File: src/rtl/decode_hazard_ctrl.sv
// Register scoreboard + operand steering for decode: counts in-flight writers per register, picks RF/ALU/cache source.
// Latency: stall/select/full outputs are combinational from inputs and state; tracking state updates on the next edge.
// Backpressure: hazard_stall blocks issue on pipe_stall, load-use, cache miss, unresolved older writer or saturated counter.
module decode_hazard_ctrl #(
  parameter int NUM_REGS = 32,
  parameter int ADDR_W   = 5,
  parameter int CNT_W    = 2
) (
  input  logic              clock,
  input  logic              reset,
  input  logic              issue_valid,
  input  logic              issue_writes_rd,
  input  logic              issue_is_load,
  input  logic [ADDR_W-1:0] issue_rd_addr,
  input  logic              src1_used,
  input  logic              src2_used,
  input  logic [ADDR_W-1:0] src1_addr,
  input  logic [ADDR_W-1:0] src2_addr,
  input  logic              pipe_stall,
  input  logic              cache_data_valid,
  input  logic              wb_valid,
  input  logic [ADDR_W-1:0] wb_addr,
  input  logic              flush,
  output logic              hazard_stall,
  output logic [1:0]        src1_sel,
  output logic [1:0]        src2_sel,
  output logic              sb_full,
  output logic              sb_underflow
);

  localparam logic [CNT_W-1:0] CNT_MAX   = '1;
  localparam logic [CNT_W-1:0] CNT_ZERO  = '0;
  localparam logic [1:0]       SEL_RF    = 2'd0;
  localparam logic [1:0]       SEL_ALU   = 2'd1;
  localparam logic [1:0]       SEL_CACHE = 2'd2;

  // Per-register count of issued-but-not-written-back producers.
  logic [CNT_W-1:0] pending_cnt [NUM_REGS];

  // Producer currently in the ALU stage.
  logic              slot_alu_vld;
  logic [ADDR_W-1:0] slot_alu_rd;
  logic              slot_alu_ld;

  // Producer currently in the cache stage.
  logic              slot_cache_vld;
  logic [ADDR_W-1:0] slot_cache_rd;
  logic              slot_cache_ld;

  logic                issue_accept;
  logic                src1_stall;
  logic                src2_stall;
  logic [NUM_REGS-1:0] cnt_inc;
  logic [NUM_REGS-1:0] cnt_dec;
  logic                underflow_hit;

  // Resolve one decode operand: returns {stall, sel}. The youngest producer
  // (ALU stage) shadows older ones; the counter only catches writers that
  // have already left the cache stage but not yet written back.
  function automatic logic [2:0] resolve(
    input logic              used,
    input logic [ADDR_W-1:0] addr,
    input logic              alu_vld,
    input logic [ADDR_W-1:0] alu_rd,
    input logic              alu_ld,
    input logic              cache_vld,
    input logic [ADDR_W-1:0] cache_rd,
    input logic              cache_ld,
    input logic              cache_dv,
    input logic              cnt_nz
  );
    logic [2:0] res;
    res = {1'b0, SEL_RF};
    if (used) begin
      if (alu_vld && alu_rd == addr) begin
        res = alu_ld ? {1'b1, SEL_RF} : {1'b0, SEL_ALU};
      end else if (cache_vld && cache_rd == addr) begin
        res = (!cache_ld || cache_dv) ? {1'b0, SEL_CACHE} : {1'b1, SEL_RF};
      end else if (cnt_nz) begin
        res = {1'b1, SEL_RF};
      end
    end
    return res;
  endfunction

  // Operand steering, structural hazard check and the combined stall.
  always_comb begin
    logic [2:0] r1;
    logic [2:0] r2;
    r1 = resolve(src1_used, src1_addr, slot_alu_vld, slot_alu_rd, slot_alu_ld,
                 slot_cache_vld, slot_cache_rd, slot_cache_ld, cache_data_valid,
                 pending_cnt[src1_addr] != CNT_ZERO);
    r2 = resolve(src2_used, src2_addr, slot_alu_vld, slot_alu_rd, slot_alu_ld,
                 slot_cache_vld, slot_cache_rd, slot_cache_ld, cache_data_valid,
                 pending_cnt[src2_addr] != CNT_ZERO);
    src1_stall   = r1[2];
    src1_sel     = r1[1:0];
    src2_stall   = r2[2];
    src2_sel     = r2[1:0];
    sb_full      = issue_writes_rd && (pending_cnt[issue_rd_addr] == CNT_MAX);
    hazard_stall = pipe_stall | src1_stall | src2_stall | sb_full;
    issue_accept = issue_valid & ~hazard_stall;
  end

  // Per-register increment/decrement requests; a write-back to an idle
  // register with no matching issue is an underflow.
  always_comb begin
    cnt_inc = '0;
    cnt_dec = '0;
    for (int r = 0; r < NUM_REGS; r++) begin
      cnt_inc[r] = issue_accept && issue_writes_rd && (issue_rd_addr == ADDR_W'(r));
      cnt_dec[r] = wb_valid && (wb_addr == ADDR_W'(r));
    end
    underflow_hit = wb_valid && (pending_cnt[wb_addr] == CNT_ZERO) &&
                    !(issue_accept && issue_writes_rd && issue_rd_addr == wb_addr);
  end

  // Pending-writer counters; simultaneous issue and write-back cancel out.
  always_ff @(posedge clock or negedge reset) begin
    if (!reset) begin
      for (int r = 0; r < NUM_REGS; r++) pending_cnt[r] <= '0;
    end else if (flush) begin
      for (int r = 0; r < NUM_REGS; r++) pending_cnt[r] <= '0;
    end else begin
      for (int r = 0; r < NUM_REGS; r++) begin
        if (cnt_inc[r] && !cnt_dec[r] && pending_cnt[r] != CNT_MAX) begin
          pending_cnt[r] <= pending_cnt[r] + 1'b1;
        end else if (cnt_dec[r] && !cnt_inc[r] && pending_cnt[r] != CNT_ZERO) begin
          pending_cnt[r] <= pending_cnt[r] - 1'b1;
        end
      end
    end
  end

  // Stage tracking slots follow the pipeline and freeze with it.
  always_ff @(posedge clock or negedge reset) begin
    if (!reset) begin
      slot_alu_vld   <= 1'b0;
      slot_alu_rd    <= '0;
      slot_alu_ld    <= 1'b0;
      slot_cache_vld <= 1'b0;
      slot_cache_rd  <= '0;
      slot_cache_ld  <= 1'b0;
    end else if (flush) begin
      slot_alu_vld   <= 1'b0;
      slot_cache_vld <= 1'b0;
    end else if (!pipe_stall) begin
      slot_alu_vld   <= issue_accept & issue_writes_rd;
      slot_alu_rd    <= issue_rd_addr;
      slot_alu_ld    <= issue_is_load;
      slot_cache_vld <= slot_alu_vld;
      slot_cache_rd  <= slot_alu_rd;
      slot_cache_ld  <= slot_alu_ld;
    end
  end

  // Sticky underflow flag; only reset clears it.
  always_ff @(posedge clock or negedge reset) begin
    if (!reset) begin
      sb_underflow <= 1'b0;
    end else if (underflow_hit) begin
      sb_underflow <= 1'b1;
    end
  end

endmodule

File: config.mk
export PLATFORM = sky130hd
export DESIGN_NAME = decode_hazard_ctrl
export DESIGN_NICKNAME = d
export VERILOG_FILES = /design/src/rtl/decode_hazard_ctrl.sv
export SDC_FILE = /design/constraint.sdc
export NUM_CORES = 1
export LEC_CHECK = 0
export ABC_AREA = 0
export CORE_MARGIN = 2
export CORE_UTILIZATION = 56
export DETAILED_ROUTE_END_ITERATION = 10
export HOLD_SLACK_MARGIN = 0.06
export PLACE_DENSITY = 0.78
export SLEW_MARGIN = 20
export SYNTH_ARGS = -nofsm -noshare
export SYNTH_HDL_FRONTEND = slang
export SYNTH_SLANG_ARGS = --single-unit
File: constraint.sdc
create_clock -name clock -period 2.6 [get_ports clock]
set_input_delay 0.39 -clock clock [delete_from_list [all_inputs] [get_ports clock]]
set_output_delay 0.39 -clock clock [all_outputs]
set_load 0.01 [all_outputs]
* After elaboration in Yosys (flattened, before gate mapping)
Index checks and enable logic that the tools add are counted.
** Operators by class
- Eq/ne operators :: 101
- Reduce and logical (&&, ||, !) cells :: 338
- Bitwise operators :: 12
- $lt $le $gt $ge :: 4
- Add/subtract/negate cells :: 64
- Muxes and demuxes :: 91
** Operator list (count)
- logical AND 1 bit :: 201
- == test 5 bit (second input constant) :: 32
- 2-to-1 mux 2 bit :: 72
- nonzero test 3 bit :: 32
- == test 5 x 4 -> 1 bit (second input constant) :: 16
- nonzero test 2 bit :: 34
- zero test 1 bit :: 66
- adder 2 x 1 -> 2 bit (second input constant) :: 32
- 2-to-1 mux 64 bit :: 1
- inequality test 2 bit (second input constant) :: 32
- subtractor 2 x 1 -> 2 bit (second input constant) :: 32
- binary-select mux 2 bit (select 5 bit) :: 4
- == test 5 x 3 -> 1 bit (second input constant) :: 8
- 2-to-1 mux 3 bit :: 10
- == test 5 bit :: 5
- greater-or-equal comparator 6 bit (second input constant) :: 4
- inverter 5 -> 6 bit :: 4
- == test 5 x 2 -> 1 bit (second input constant) :: 4
- == test 5 x 1 -> 1 bit (second input constant) :: 2
- zero test 5 bit :: 2
- 2-to-1 mux 1 bit :: 4
- inverter 1 bit :: 3
- OR 1 bit :: 3
- AND 1 bit :: 2
- other kinds (5) :: 5
** Storage, ports and cells
- Output and inout bits :: 7
- Input port bits :: 31
- Register bits after elaboration :: 79
- Word-level logic and storage cells :: 649

* Logic depth before layout (Yosys ltp)
- Depth after elaboration :: 22
- Depth in mapped cells :: 13
- Mapped depth without buffers :: 8

* Least setup slack after synthesis
No wires, ideal clock.
- Kind :: input port to output port
- From :: in issue_rd_addr[0]
- To :: out hazard_stall
- Path slack :: -0.183 ns
- Required time :: 2.210 ns
- Data arrival time :: 2.393 ns
- Cell stages on the path :: 12
- Path buffers :: 5
- Cell sequence :: buf_4 buf_4 mux4_2 a22oi_1 nand2_1 nand3_1 o21a_1 o32a_1 buf_2 buf_6 buf_2 nand2_1
** On the way
- Cells in the longest elaborated chain, start to end :: 7
** RTL lines
- from (decl) :: RTL line 14 : input logic [ADDR_W-1:0] issue_rd_addr,
- inverter 5 -> 6 bit (not written as such) :: RTL line 100 : sb_full = issue_writes_rd && (pending_cnt[issue_rd_addr] == CNT_MAX);
- binary-select mux 2 bit (select 5 bit) :: RTL line 100
- 2-to-1 mux 2 bit (not written as such) (2 in series) :: RTL line 100
- == test 2 bit :: RTL line 100
- logical AND 1 bit :: RTL line 100
- OR 1 bit :: RTL line 101 : hazard_stall = pipe_stall | src1_stall | src2_stall | sb_full;
- to (decl) :: RTL line 24 : output logic hazard_stall,
Every way passes these cells. The select of a mux whose other input is x is not followed.

* Worst setup path in the final report
- From :: in src1_addr[1]
- To :: reg pending_cnt[37] (netlist bit)
** On the way
- Cells in the longest elaborated chain, start to end :: 20
- Elaborated cells on any way between the ends :: 28
- Those cells by class :: eq/ne: 2; mux: 9; bitwise: 6; reduce/logical: 11
** RTL lines
- from (decl) :: RTL line 17 : input logic [ADDR_W-1:0] src1_addr,
- inverter 5 -> 6 bit (not written as such) :: RTL line 92 : pending_cnt[src1_addr] != CNT_ZERO);
- binary-select mux 2 bit (select 5 bit) :: RTL line 92
- 2-to-1 mux 2 bit (not written as such) (2 in series) :: RTL line 92
- nonzero test 2 bit :: RTL line 92
- 2-to-1 mux 3 bit :: RTL line 79 : end else if (cnt_nz) begin
- 2-to-1 mux 3 bit :: RTL line 77 : end else if (cache_vld && cache_rd == addr) begin
- 2-to-1 mux 3 bit * :: RTL line 75 : if (alu_vld && alu_rd == addr) begin
- 2-to-1 mux 3 bit * :: RTL line 74 : if (used) begin
- OR 1 bit * (3 in series) :: RTL line 101
- inverter 1 bit * :: RTL line 102 : issue_accept = issue_valid & ~hazard_stall;
- AND 1 bit * :: RTL line 102
- logical AND 1 bit * (2 in series) :: RTL line 111 : cnt_inc[r] = issue_accept && issue_writes_rd && (issue_rd_addr == ADDR_W'(r));
- logical AND 1 bit or zero test 1 bit (tied branches) :: RTL line 126, 128
- logical AND 1 bit, on equally long branches :: RTL line 126, 128
- 2-to-1 mux 2 bit or logical AND 1 bit (tied branches) :: RTL line 126, 128
- 2-to-1 mux 64 bit or nonzero test 3 bit (tied branches)
- to (signal, indexed assignment) :: RTL line 127 : pending_cnt[r] <= pending_cnt[r] + 1'b1;
- to (signal, indexed assignment) :: RTL line 129 : pending_cnt[r] <= pending_cnt[r] - 1'b1;
- to (decl) :: RTL line 38 : logic [CNT_W-1:0] pending_cnt [NUM_REGS];
Every way passes the cells marked *; elsewhere a longest branch is shown, timed or not. The select of a mux whose other input is x is not followed.
A chain may end at the register's enable or synchronous reset.

==> out/results.md <==
| Item | This run |
|---|---|
| Library cell with the largest summed area after synthesis | sky130_fd_sc_hd__dfrtp_1 |
| Worst skew pair latency | 360 ps |
| I/O pin total | 38 |
| Standard cell core area | 12,770 um^2 |
| Hold Path Class | reg -> reg |
| Global route overflow | 0 |
| Starting Density | 0.5787 |
| Hold Crit Endpoint | sb_underflow$_DFFE_PN0P_ |
| Pin count of the biggest net entering global routing | 53 |
| Relative contribution of combinational cells to total power | 0.283 |
| Type of destination of the critical path | flip-flop |
| Layout Skew | 12.21 ps |
| Antenna violations before repair | 0 |
| Min cycle time layout | 3018 ps |
| Gate Count Post-Synth | 817 |
| Top post-synthesis cells by area | sky130_fd_sc_hd__dfrtp_1, sky130_fd_sc_hd__mux4_2, sky130_fd_sc_hd__nor2_1 |
| Layout area overhead | 45.90% |
| DRC violations left | 0 |
| Worst setup startpoint | src1_addr[1] |
| Int Pwr | 2.444 mW |
| Proportion of layout cells with a drive suffix above 1 | 0.4185 |
| Critical Path Start Type | primary input |
| Cell Pwr Density | 334.2 nW/um^2 |
| Reg2Reg Depth | 10 |
| TritonCTS clock tree | yes |
| Vias after detailed routing | 9,531 |
| Number of failing setup endpoints in the final timing report | 68 |
| Final Cell Area | 10,790 um^2 |
| Total iterations of the first detailed-routing run | 7 |
| Total placed cells including tap cells | 1,170 |
| Number of design-rule violations left by the first detailed-router iteration | 1,891 |
| Hold Path Origin | sb_underflow$_DFFE_PN0P_ |
| Net Count, Synth | 848 |
| #FFs+latches synth | 79 |
| Run status | complete, but fails checks |
| Maximum resistive drop on vdd | 0.0002489 V |
| Placed wire-length estimate after detailed placement | 20.55 mm |
| Max Buffers Root-to-Sink | 2 |
| Cell Area, Placed | 9405 um^2 |
| Final-report hold violation count | 0 |
| Worst reg-to-reg setup slack | -370 ps |
| Violated checks | setup timing |
| Final Util | 0.8444 |
| Via count of the first global-routing pass | 8,763 |
| Net total in the final layout | 1,076 |
| X dimension of the die | 118.9 um |
| Achievable Freq | 331.4 MHz |
| EDFF count, synth | 0 |
| Vertical extent of the die | 118.9 um |
| Routed WL per cell | 28.18 um |
| Register area | 1977 um^2 |
| Async SR Flop Fraction | 1.000 |
| Total routed wirelength | 34.41 mm |
| Part of the cycle the worst path needs | 1.161 |
| Diode count | 0 |
| Maximum level of the CTS H-tree | 3 |
| Data arrival time of the critical path | 3240 ps |
| Leading cell types by count after synthesis | sky130_fd_sc_hd__nor2_1, sky130_fd_sc_hd__nand2_1, sky130_fd_sc_hd__dfrtp_1 |
| Count of non-filler cells in the finished layout | 1,221 |
| Root buffer cell | sky130_fd_sc_hd__clkbuf_16 |
| Setup tns final | -11,530 ps |
| RSZ-0062 raised after global routing | true |
| Proportion of netlist area held by the largest area contributor | 0.2674 |
| Worst hold margin | 499.8 ps |
| Synthesized area | 7392 um^2 |
| Least setup slack across all paths after layout | -417.5 ps |
| Fill cell count | 620 |
| Global-route wire length before repair | 47.96 mm |
| Leading cell type by number of instances after synthesis | sky130_fd_sc_hd__nor2_1 |
| Pre-CTS setup slack | -841.8 ps |
| Sequential cell area fraction in the yosys report | 0.2674 |
| Die Footprint | 14,130 um^2 |
| Detail Route Antenna Nets | 0 |
| Highest net fanout along the worst path | 9 |
| Routability cong. | 1.029 |
| Combined area of the multi-input logic cells | 5487 um^2 |
| Part of the power in registers | 0.366 |
| Slew at the pin closest to its max-slew limit | 695.4 ps |
| Number of maximum-capacitance constraint violations | 0 |
| Library cells used by synthesis | 55 |
| Final Max Slew Viols | 0 |
| Total power consumption of the routed design | 3.605 mW |
| Clock slew seen by the registers of the worst setup and hold paths | 60 ps |
| Reg-to-reg startpoint | pending_cnt[60]$_DFFE_PN0P_ |
| Net switching power | 1.161 mW |
| Hold path cells | 1 |
| Type of the worst setup path | in -> reg |
| Synthesized area per cell | 9.048 um^2 |
| Max-slew headroom | 0.5328 |
| Number of warnings reported in the yosys synthesis log | 0 |
| CTS Buf Count | 9 |
| Number of sinks handled by clock tree synthesis | 79 |
| Critical register-to-register path endpoint | pending_cnt[37]$_DFFE_PN0P_ |
| Aggregate global-route resource usage | 0.4368 |
| Data required time at the worst endpoint | 2820 ps |
| FP Rows | 41 |
| P_leak | 4.289 nW |
| Via density | 7.806 |
| Number of port buffers | 37 |
| Part of the total power dissipated in the clock network | 0.351 |
| Commonest register cell after synthesis | sky130_fd_sc_hd__dfrtp_1 |
| Sw Ratio | 0.3220 |
per-layer routing:
metal,share of wire,vias to the layer above,GRT usage
li1,-,3743,-
met1,0.34,4399,0.5630
met2,0.42,1056,0.6631
met3,0.16,333,0.1102
met4,0.093,0,0.2597
met5,0,-,0
how the worst max path moves through the flow:
stage	endpoint	slack [ps]	cells past startpoint
floorplan	hazard_stall	10	12
global placement	hazard_stall	-840	7
detailed placement	hazard_stall	-840	7
CTS	hazard_stall	-90	9
global route	pending_cnt[37]$_DFFE_PN0P_	-380	13
finish	pending_cnt[37]$_DFFE_PN0P_	-420	13
logic make-up after synthesis:
logic type      after synthesis  synth area share
simple gates                378            0.2835
compound gates              200            0.2378
buf+inv                      85           0.05586
flops                        79            0.2674
mux                          50            0.1258
xor+xnor                     25           0.02962
power groups by stage:
stage	clock network [mW]	logic (mW)	registers, mW
after detailed placement	0	0.752	1.33
after global routing	1.30	1.05	1.32
final	1.27	1.02	1.32
after floorplan	0	0.419	1.33
after global placement	0	0.724	1.33
after CTS	1.24	0.841	1.31
sequential cells by signal, summed over array words and instances (netlist names):
| signal | cells |
|---|---|
| sb_underflow | 1 |
| pending_cnt | 64 |
| slot_cache_rd | 5 |
| slot_cache_vld | 1 |
| slot_alu_ld | 1 |
| slot_alu_rd | 5 |
| slot_alu_vld | 1 |
| slot_cache_ld | 1 |
repair_timing:
action / CTS / global route
buffers inserted: 6 / 16
setup endpoints to repair: 72 / 71
hold endpoints to repair: 35 / 0
hold buffers: 1 / 0
pin swaps: 21 / 31
resized for setup: 79 / 76
gates cloned: 6 / 7
cell type report:
| type | instances | share of cell area |
|---|---|---|
| Clock buffer | 15 | 0.02575 |
| Inverter | 8 | 0.002784 |
| Multi-Input combinational cell | 653 | 0.5087 |
| Sequential cell | 79 | 0.1833 |
| Tap cell | 172 | 0.01995 |
| Timing Repair Buffer | 294 | 0.2595 |
critical path: stages:
cell and delay [ps]:
sky130_fd_sc_hd__clkdlybuf4s15_1 210, sky130_fd_sc_hd__buf_12 170, sky130_fd_sc_hd__buf_4 160, sky130_fd_sc_hd__nor3_1 320, sky130_fd_sc_hd__a21oi_1 100, sky130_fd_sc_hd__o2111ai_1 290
sky130_fd_sc_hd__o41ai_2 150, sky130_fd_sc_hd__nor4_2 280, sky130_fd_sc_hd__o32a_4 260, sky130_fd_sc_hd__clkbuf_16 190, sky130_fd_sc_hd__clkbuf_16 170, sky130_fd_sc_hd__a41oi_1 160
sky130_fd_sc_hd__nor4_1 370
cells in the final DEF, fill, tap and decap left out, types with 27 or more instances in the layout:
cell type,n
sky130_fd_sc_hd__buf_4,211
sky130_fd_sc_hd__nor2_1,83
sky130_fd_sc_hd__nand2_1,81
sky130_fd_sc_hd__dfrtp_1,79
sky130_fd_sc_hd__nor3b_1,34
sky130_fd_sc_hd__mux4_2,33
sky130_fd_sc_hd__nand3b_1,31
sky130_fd_sc_hd__o2111ai_1,30
sky130_fd_sc_hd__a211oi_1,28
sky130_fd_sc_hd__or4b_2,27
sky130_fd_sc_hd__a32o_1,27
(Power assumes the default switching activity.)
